[src/rtl/fetch_unit_pkg.sv]
// Shared definitions for the TinyCPU fetch stage: default bus widths and
// the fetch FSM state encoding.
package fetch_unit_pkg;

    localparam int FETCH_ADDR_W  = 8;
    localparam int FETCH_INSTR_W = 16;

    typedef enum logic [1:0] {
        FETCH_REQ   = 2'd0,  // request presented at current PC
        FETCH_WAIT  = 2'd1,  // request accepted, waiting for data
        FETCH_HOLD  = 2'd2,  // instruction held for decode
        FETCH_DRAIN = 2'd3   // swallow one stale response
    } fetch_state_e;

endpackage

[src/rtl/fetch_unit_pc_reg.sv]
// Program counter register: sync reset to RESET_PC, load beats increment,
// increment wraps modulo 2^ADDR_W.
module pc_reg #(
    parameter int                ADDR_W   = 8,
    parameter logic [ADDR_W-1:0] RESET_PC = '0
) (
    input  logic              clk,
    input  logic              rst,
    input  logic              load,
    input  logic              inc,
    input  logic [ADDR_W-1:0] load_pc,
    output logic [ADDR_W-1:0] pc
);

    // PC update: reset, then redirect load, then sequential increment
    always_ff @(posedge clk) begin
        if (rst)       pc <= RESET_PC;
        else if (load) pc <= load_pc;
        else if (inc)  pc <= pc + ADDR_W'(1);
    end

endmodule

[src/rtl/fetch_unit.sv]
// Instruction fetch stage: one outstanding instruction-memory read, the
// result registered and handed to decode. Redirects are accepted at any
// time; a response belonging to an abandoned request is drained.
// Optional build macro: FETCH_PERF_EN adds a 32-bit delivered-instruction
// counter on port fetch_count.
module fetch_unit
    import fetch_unit_pkg::*;
#(
    parameter int                ADDR_W   = FETCH_ADDR_W,
    parameter int                INSTR_W  = FETCH_INSTR_W,
    parameter logic [ADDR_W-1:0] RESET_PC = '0
) (
    input  logic               clk,
    input  logic               rst,
    output logic               mem_req_valid,
    input  logic               mem_req_ready,
    output logic [ADDR_W-1:0]  mem_addr,
    input  logic               mem_resp_valid,
    input  logic [INSTR_W-1:0] mem_resp_data,
    input  logic               redirect_valid,
    input  logic [ADDR_W-1:0]  redirect_pc,
    output logic               instr_valid,
    input  logic               instr_ready,
    output logic [INSTR_W-1:0] instr_data,
    output logic [ADDR_W-1:0]  instr_pc
`ifdef FETCH_PERF_EN
   ,output logic [31:0]        fetch_count
`endif
);

    fetch_state_e      state, state_nxt;
    logic [ADDR_W-1:0] pc;
    logic              take_resp;

    // A response is kept only when it answers a live request and no
    // redirect lands on the same edge.
    assign take_resp = (state == FETCH_WAIT) && mem_resp_valid && !redirect_valid;
    assign mem_addr  = pc;

    pc_reg #(
        .ADDR_W   (ADDR_W),
        .RESET_PC (RESET_PC)
    ) u_pc (
        .clk     (clk),
        .rst     (rst),
        .load    (redirect_valid),
        .inc     (take_resp),
        .load_pc (redirect_pc),
        .pc      (pc)
    );

    // State register
    always_ff @(posedge clk) begin
        state <= state_nxt;
    end

    // Next state and request strobe; reset overrides everything but still
    // remembers whether a response is in flight and must be discarded.
    always_comb begin
        state_nxt     = state;
        mem_req_valid = (state == FETCH_REQ) && !rst;
        case (state)
            FETCH_REQ: begin
                if (mem_req_ready)
                    state_nxt = redirect_valid ? FETCH_DRAIN : FETCH_WAIT;
            end
            FETCH_WAIT: begin
                if (redirect_valid)
                    state_nxt = mem_resp_valid ? FETCH_REQ : FETCH_DRAIN;
                else if (mem_resp_valid)
                    state_nxt = FETCH_HOLD;
            end
            FETCH_HOLD: begin
                if (redirect_valid || instr_ready)
                    state_nxt = FETCH_REQ;
            end
            FETCH_DRAIN: begin
                if (mem_resp_valid)
                    state_nxt = FETCH_REQ;
            end
            default: state_nxt = FETCH_REQ;
        endcase
        if (rst)
            state_nxt = ((state == FETCH_WAIT || state == FETCH_DRAIN) && !mem_resp_valid)
                        ? FETCH_DRAIN : FETCH_REQ;
    end

    // Decode-facing output register: capture on response, clear on
    // consume or redirect (redirect drops a held instruction outright)
    always_ff @(posedge clk) begin
        if (rst) begin
            instr_valid <= 1'b0;
            instr_data  <= '0;
            instr_pc    <= '0;
        end else if (redirect_valid) begin
            instr_valid <= 1'b0;
        end else if (take_resp) begin
            instr_valid <= 1'b1;
            instr_data  <= mem_resp_data;
            instr_pc    <= pc;
        end else if (state == FETCH_HOLD && instr_ready) begin
            instr_valid <= 1'b0;
        end
    end

`ifdef FETCH_PERF_EN
    // Delivered-instruction counter; a redirect on the consume edge means
    // the instruction was dropped, not delivered
    always_ff @(posedge clk) begin
        if (rst)
            fetch_count <= '0;
        else if (instr_valid && instr_ready && !redirect_valid)
            fetch_count <= fetch_count + 32'd1;
    end
`endif

endmodule
[config.mk]
export PLATFORM = sky130hd
export DESIGN_NAME = fetch_unit
export DESIGN_NICKNAME = d
export VERILOG_FILES = /design/src/rtl/fetch_unit_pkg.sv /design/src/rtl/fetch_unit_pc_reg.sv /design/src/rtl/fetch_unit.sv
export SDC_FILE = /design/constraint.sdc
export NUM_CORES = 1
export LEC_CHECK = 0
export ABC_AREA = 1
export BUFFER_PORTS_ARGS = -buffer_cell sky130_fd_sc_hd__buf_2
export CAP_MARGIN = 5
export CELL_PAD_IN_SITES_DETAIL_PLACEMENT = 2
export CELL_PAD_IN_SITES_GLOBAL_PLACEMENT = 2
export CORE_MARGIN = 4
export CORE_UTILIZATION = 25
export CTS_BUF_LIST = sky130_fd_sc_hd__clkbuf_16
export DETAILED_ROUTE_END_ITERATION = 8
export PLACE_DENSITY_LB_ADDON = 0.1
export SLEW_MARGIN = 10
export SYNTH_ARGS = -nofsm -noshare
export SYNTH_HDL_FRONTEND = slang
export SYNTH_SLANG_ARGS = --single-unit
[constraint.sdc]
create_clock -name clk -period 1.5 [get_ports clk]
set_clock_uncertainty 0.05 [all_clocks]
set_input_delay 0.3 -clock clk [delete_from_list [all_inputs] [get_ports clk]]
set_output_delay 0.3 -clock clk [all_outputs]
set_load 0.01 [all_outputs]
==> summary.txt, run 1 <==
OUTCOME
-----------------------------------------------------------------------------------------------------------------
Result of the run                                                                                    finished, violations left
Failing checks                                                                                       negative setup slack

CLOCK NETWORK
-----------------------------------------------------------------------------------------------------------------
Number of sinks on the clock net                                                                               35
Hold buffers post-CTS                                                                                           0
Clock transition at path regs                                                                             0.06 ns
CTS Buf Count                                                                                                   5
Clock tree from TritonCTS                                                                                     yes
Number of levels the H-tree was split into                                                                      2
Clk Latency, worst-skew pair                                                                              0.27 ns
Master cell of the clock root buffer                                                                 sky130_fd_sc_hd__clkbuf_16
Clock buffer depth                                                                                              2

LOGIC SYNTHESIS
-----------------------------------------------------------------------------------------------------------------
Post-synthesis register bit count                                                                              35
Arithmetic-cell share of the synthesized area counting full adders, half adders and majority gates         0.829%
Combinational family with the most area after synthesis                                              simple AND/OR/NAND/NOR gates
Avg Synthesized Cell Area                                                                               7.58 um^2
Synthesized-area fraction occupied by xor and xnor cells                                                   0.580%
Synthesized-area fraction occupied by ao, oa, aoi and oai cells                                             16.9%
Cell Area, Synth                                                                                     0.00151 mm^2
Mux cell area share after synthesis                                                                            0%
Fraction of the yosys area taken by sequential cells                                                        47.8%
Simple logic cell fraction of the synthesized area                                                          25.7%
Syn_nets                                                                                                      230
Synth unique cells                                                                                             25
Synthesis warning total                                                                                         0
Share of the synthesized area in the top cell type                                                          43.8%
Synthesized instance count                                                                                    199
Dominant cells by area after synthesis                                                               sky130_fd_sc_hd__dfxtp_1, sky130_fd_sc_hd__nor2_1, sky130_fd_sc_hd__o21ai_0
Post-synth top area cell                                                                             sky130_fd_sc_hd__dfxtp_1

PWR
-----------------------------------------------------------------------------------------------------------------
Maximum VDD drop                                                                                       0.000551 V
Reported leakage power                                                                                    1.09 nW
Power density over cell area                                                                         1400 mW/mm^2

DIE
-----------------------------------------------------------------------------------------------------------------
Starting density of the core                                                                                25.6%
Die area                                                                                             0.00734 mm^2
Placeable core area                                                                                  0.00589 mm^2
Cell Rows                                                                                                      28
Vertical die dimension                                                                                    85.7 um
Overall die width                                                                                         85.7 um
Number of ports placed on the die boundary                                                                     64

GLOBAL ROUTING
-----------------------------------------------------------------------------------------------------------------
Antenna violations before repair                                                                                0
Gr busiest metal                                                                                             met2
Met1 track utilization from global routing                                                                  18.5%
Met2 global-route usage                                                                                     24.4%
Overall track demand over capacity in global routing                                                        14.7%
GR met3 Demand/Resource                                                                                     3.75%
Global-route wire length before repair                                                                    8600 um
Total grt overflow                                                                                              0
Vias in the first global route                                                                              1,742
Pin count of the biggest net entering global routing                                                           30

STA
-----------------------------------------------------------------------------------------------------------------
RSZ-0062 raised after global routing                                                                         true
Final critical-path share of the clock period                                                                103%
Final count of hold timing violations                                                                           0
Final slew viol count                                                                                           0
Setup TNS                                                                                              -0.0425 ns
Hold slack final                                                                                         0.198 ns
Time the worst path needs with I/O delays and setup                                                       1.54 ns
Max frequency                                                                                           0.648 GHz
Measured slew at the worst slew-check pin                                                                0.319 ns
# setup viols final                                                                                             1
Final worst setup slack                                                                                -0.0425 ns
Worst slew slack as a fraction of its limit                                                                 78.6%

DRT
-----------------------------------------------------------------------------------------------------------------
Antenna-violating nets left                                                                                     0
Number of iterations in the first detailed-routing pass                                                         5
DRT Wirelength                                                                                            5430 um
Wire per inst                                                                                             15.3 um
Post-DR vias/cell                                                                                            4.61
DR vias                                                                                                     1,641
Drt drc                                                                                                         0
First DRT Iteration DRCs                                                                                       56

PLACED DESIGN
-----------------------------------------------------------------------------------------------------------------
Gp weighted congestion                                                                                      0.835
Placed Instances                                                                                              339
Quantity of I/O buffers inserted on ports                                                                      63
DP Wirelength                                                                                             3850 um
Minimum setup slack after placement                                                                     0.0917 ns

FINISH
-----------------------------------------------------------------------------------------------------------------
Net count of the finished layout                                                                              311
Max FFs per register                                                                                           16
# fillers                                                                                                     720
Layout area overhead                                                                                        47.8%
Post-Route Utilization                                                                                      37.9%
Number of antenna repair diodes                                                                                 0
Layout cell share with drive strength beyond 1                                                              35.9%
Post-layout instance count excluding filler cells                                                             356

CRITICAL PATH
-----------------------------------------------------------------------------------------------------------------
Critical path's top delay family                                                                       flip-flops
Critical-path top delay cell                                                                         sky130_fd_sc_hd__edfxtp_1
Startpoint type of the worst setup path                                                                  register
Crit-path max cell delay                                                                                  0.41 ns
Reg2reg setup slack                                                                                       0.02 ns
Critical setup path kind                                                                             register to output port
Type of element capturing the critical path                                                           output port
Maximum fanout along the worst path                                                                             3
CP arrival                                                                                                1.19 ns
Critical path required time                                                                               1.15 ns
Total buffers and inverters traversed by the critical path                                                      2
CP cell instances                                                                                    inv_2 > nand2_1 > nor2_2 > buf_2

RUN
-----------------------------------------------------------------------------------------------------------------
Number of max-capacitance violations reported                                                                   0

HOLD PATH
-----------------------------------------------------------------------------------------------------------------
Hold Path Class                                                                                      primary input to register

==> worst reg2reg max path, stage by stage, from the launching register on <==
cell                       delay, ns
sky130_fd_sc_hd__edfxtp_1       0.41
sky130_fd_sc_hd__inv_2          0.09
sky130_fd_sc_hd__buf_6          0.10
sky130_fd_sc_hd__nand3_4        0.10
sky130_fd_sc_hd__nor2_8         0.24
sky130_fd_sc_hd__inv_4          0.13
sky130_fd_sc_hd__nor3_1         0.16
sky130_fd_sc_hd__nor3_1         0.07
==> metrics by stage <==
stage	cell area, um^2	power, mW
2_1_floorplan	1510	1.61
3_5_place_dp	1960	1.95
3_3_place_gp	1960	1.92
4_1_cts	2140	3.05
5_1_grt	2230	3.32
6_report	2230	3.11
==> Yosys cell counts, drive strengths merged <==
library cell  count
nor2             44
dfxtp            33
o21ai            32
nand2            22
inv              16
a21oi            12
nand3            12
buf               8
nor3              5
a211oi            2
a31oi             2
clkbuf            2
edfxtp            2
nor4              2
a22oi             1
ha                1
nand3b            1
nand4             1
xnor2             1
==> cell type report <==
cell class              count  area (um^2)  area share [%]
multi-input cells         138          688            30.8
flip-flops and latches     35          721            32.3
repair buffers             84          528            23.7
clock inverters             3         12.5           0.561
inverters                  16         62.6            2.80
well taps                  75         93.8            4.21
clock buffers               5          125            5.61
==> final timing paths <==
check / endpoint / cells past startpoint / start
worst max register to register: u_pc.pc[4] / 7 / state[1]
worst min-delay path: instr_data[1] / 3 / mem_resp_data[1]
worst min register to register: instr_valid / 2 / instr_valid
worst max-delay path: mem_req_valid / 4 / state[1]
==> cell usage in the layout (no fill, tap or decap), drive strengths merged <==
cell type and instances:
clkbuf 7, nand2 22, nor2 44, nand3 12, nor4 2, a31oi 2, a211oi 2, ha 1
xnor2 1, inv 18, nand3b 1, buf 82, nand4 1, a22oi 1, o21ai 32, nor3 5
clkinv 1, a21oi 12, dfxtp 33, edfxtp 2
==> per-layer routing <==
layer,wire length (um),up-vias,share of wire (%)
li1,-,819,-
met1,2460,781,45
met2,2650,37,49
met3,278,4,5.1
met4,46,0,0.85
met5,0,-,0
==> cell families after synthesis <==
family          Yosys count
fa+ha+maj                 1
xor+xnor                  1
flops                    35
buf+inv                  26
compound gates           49
simple gates             87
==> what timing repair did <==
item,in CTS,in global routing
setup endpoints to repair,1,16
gates cloned,0,2
resized for setup,3,11
pin swaps,1,2
buffers inserted,5,2
==> report_power, final <==
group | total [mW] | switching [mW] | internal, mW
Clock | 0.980 | 0.380 | 0.600
Sequential | 1.18 | 0.0863 | 1.09
Combinational | 0.955 | 0.526 | 0.429
Total | 3.11 | 0.992 | 2.12
Note: power is estimated with default switching activity, not from simulation.
==> run 2, diff against run 1 <==
MAX_ROUTING_LAYER = met4   (was not set)
==> run 2 against run 1 <==
  * Final cell count rose by 0.56%
  * The run still ends with negative setup slack left
  * First-iteration DRC count rose by 18%
  * Via count up 2.2%
  * Count of clock-buffer cells in the layout is the same
  * Final area grew 1.7%
  * Hold slack lost 0.0018 ns
  * Sequential share of layout area shrank 0.53 points
  * Clock power increased by 0.7%
  * Critical path type unchanged
  * Critical path depth unchanged
  * Highest routed layer unchanged
==> summary.txt, run 2 (synthesis results as in run 1) <==
CRITICAL PATH
----------------------------------------------------------------------------
Worst r2r dst                                                     u_pc.pc[5]
CP cell instances                                               inv_2 > nand2_1 > nor2_2 > buf_2
Crit-path max cell delay                                             0.41 ns   about the same
Critical-path top delay cell                                    sky130_fd_sc_hd__edfxtp_1
Total buffers and inverters traversed by the critical path                 2   unchanged
Critical setup path kind                                        register to output port
Reg2reg setup slack                                                  0.03 ns   about the same
CP arrival                                                           1.19 ns   about the same
Startpoint type of the worst setup path                             register
Type of element capturing the critical path                      output port
Critical path required time                                          1.15 ns   about the same
Reg2Reg Launch Point                                                state[1]
Maximum fanout along the worst path                                        3   unchanged
Depth of the worst register-to-register path                               7   unchanged
Critical path's top delay family                                  flip-flops

PLACED DESIGN
----------------------------------------------------------------------------
Minimum setup slack after placement                                0.0917 ns   unchanged
DP Wirelength                                                        3850 um   unchanged
Quantity of I/O buffers inserted on ports                                 63   unchanged
Area of placed instances                                        0.00196 mm^2   unchanged
Gp weighted congestion                                                 0.848   +1.5%
Placed Instances                                                         339   unchanged

PWR
----------------------------------------------------------------------------
Reported leakage power                                               1.10 nW   +0.95%
Total power consumption of the routed design                         3.16 mW   +1.6%
Power density over cell area                                    1390 mW/mm^2   about the same
Maximum VDD drop                                                  0.000556 V   +0.99%

CLOCK NETWORK
----------------------------------------------------------------------------
Number of sinks on the clock net                                          35   unchanged
Clock tree from TritonCTS                                                yes
Clk Latency, worst-skew pair                                         0.27 ns   about the same
Number of levels the H-tree was split into                                 2   unchanged
Master cell of the clock root buffer                            sky130_fd_sc_hd__clkbuf_16
Clock transition at path regs                                        0.06 ns   about the same
Hold buffers post-CTS                                                      0   unchanged
Clock buffer depth                                                         2   unchanged
CTS Buf Count                                                              5   unchanged

FINISH
----------------------------------------------------------------------------
Layout cell share with drive strength beyond 1                         38.5%   +2.6 points
Max FFs per register                                                      16   unchanged
Leading cell type in the layout, fill and taps excluded         sky130_fd_sc_hd__buf_2
# fillers                                                                715   -0.69%
Number of antenna repair diodes                                            0   unchanged
Layout area overhead                                                   50.3%
Post-layout instance count excluding filler cells                        358   +0.56%
Post-Route Utilization                                                 38.5%   +0.64 points
Net count of the finished layout                                         313   +0.64%
Top library cells by usage in the layout, fill and taps aside   sky130_fd_sc_hd__buf_2, sky130_fd_sc_hd__nor2_1, sky130_fd_sc_hd__dfxtp_1
Summed area of non-filler cells in the final layout             0.00227 mm^2   +1.7%

OUTCOME
----------------------------------------------------------------------------
Result of the run                                               finished, violations left
Failing checks                                                  negative setup slack

HOLD PATH
----------------------------------------------------------------------------
Worst hold path stage count                                                3   unchanged
Hold Path Class                                                 primary input to register
Startpoint of the worst hold path                               mem_resp_data[1]
Endpoint with the worst hold slack                              instr_data[1]

DRT
----------------------------------------------------------------------------
Number of iterations in the first detailed-routing pass                    4   -1
First DRT Iteration DRCs                                                  66   +18%
Wire per inst                                                        15.7 um   +2.9%
DR vias                                                                1,677   +2.2%
Post-DR vias/cell                                                       4.68   +1.6%
Antenna-violating nets left                                                0   unchanged
Drt drc                                                                    0   unchanged
DRT Wirelength                                                       5620 um   +3.5%

GLOBAL ROUTING
----------------------------------------------------------------------------
Total grt overflow                                                         0   unchanged
Pin count of the biggest net entering global routing                      30   unchanged
Vias in the first global route                                         1,742   unchanged
Overall track demand over capacity in global routing                   15.1%   +0.43 points
Antenna violations before repair                                           0   unchanged
Global-route wire length before repair                               8580 um   -0.16%

STA
----------------------------------------------------------------------------
Final count of hold timing violations                                      0   unchanged
Setup TNS                                                         -0.0385 ns   +0.00400 ns
Final worst setup slack                                           -0.0385 ns   +0.00400 ns
Measured slew at the worst slew-check pin                           0.314 ns   -0.00408 ns
# setup viols final                                                        1   unchanged
Time the worst path needs with I/O delays and setup                  1.54 ns   -0.00400 ns
RSZ-0062 raised after global routing                                    true
Final critical-path share of the clock period                           103%   -0.27 points
Final slew viol count                                                      0   unchanged
Hold slack final                                                    0.196 ns   -0.00183 ns
Worst slew slack as a fraction of its limit                            78.8%   +0.27 points
Max frequency                                                      0.650 GHz   +0.26%

DIE
----------------------------------------------------------------------------
Die area                                                        0.00734 mm^2   unchanged
Starting density of the core                                           25.6%   unchanged
Cell Rows                                                                 28   unchanged
Number of ports placed on the die boundary                                64   unchanged
Vertical die dimension                                               85.7 um   unchanged
Overall die width                                                    85.7 um   unchanged
Placeable core area                                             0.00589 mm^2   unchanged

RUN
----------------------------------------------------------------------------
Number of max-capacitance violations reported                              0   unchanged

## run 2: worst max-delay path by stage
stage          slack [ns]  cells after the start            end           start
4_1_cts              0.02                      5       state[1]        state[1]
5_1_grt             -0.08                      4  mem_req_valid        state[0]
3_5_place_dp         0.09                      6     u_pc.pc[4]        state[1]
6_report            -0.04                      4  mem_req_valid        state[1]
2_1_floorplan        0.09                      6       state[0]             rst
3_3_place_gp         0.13                      5       state[0]  redirect_valid
## run 2: timing repair
item,4_1_cts,5_1_grt
pin swaps,1,4
setup buffers,5,3
setup endpoints to repair,1,16
gates resized for setup,3,24
cloned,0,3
## run 2: layout make-up
cell class	instances	area (um^2)	area share, %
Sequential cell	35	721	31.8
Multi-Input combinational cell	138	711	31.3
Timing Repair Buffer	86	541	23.8
Clock buffer	5	125	5.52
Tap cell	75	93.8	4.14
Inverter	16	65.1	2.87
Clock inverter	3	12.5	0.552
## run 2: per-layer routing
layer / wire, um / GRT usage [%]
met5: 0 / -
met4: 114 / 4.75
met3: 276 / 3.17
met2: 2700 / 24.5
met1: 2530 / 18.8
## run 2: report_power, final
group / internal, mW / leakage [nW] / switching [mW]
combinational: 0.447 / 0.736 / 0.548
sequential: 1.09 / 0.291 / 0.0898
clock: 0.600 / 0.0762 / 0.387
total: 2.14 / 1.10 / 1.02
## run 2: worst register-to-register path, delay by kind of cell (launching register included)
kind	cells	cell delay (ns)
simple gates	3	0.44
compound gates	1	0.13
flops	1	0.41
buf+inv	3	0.36
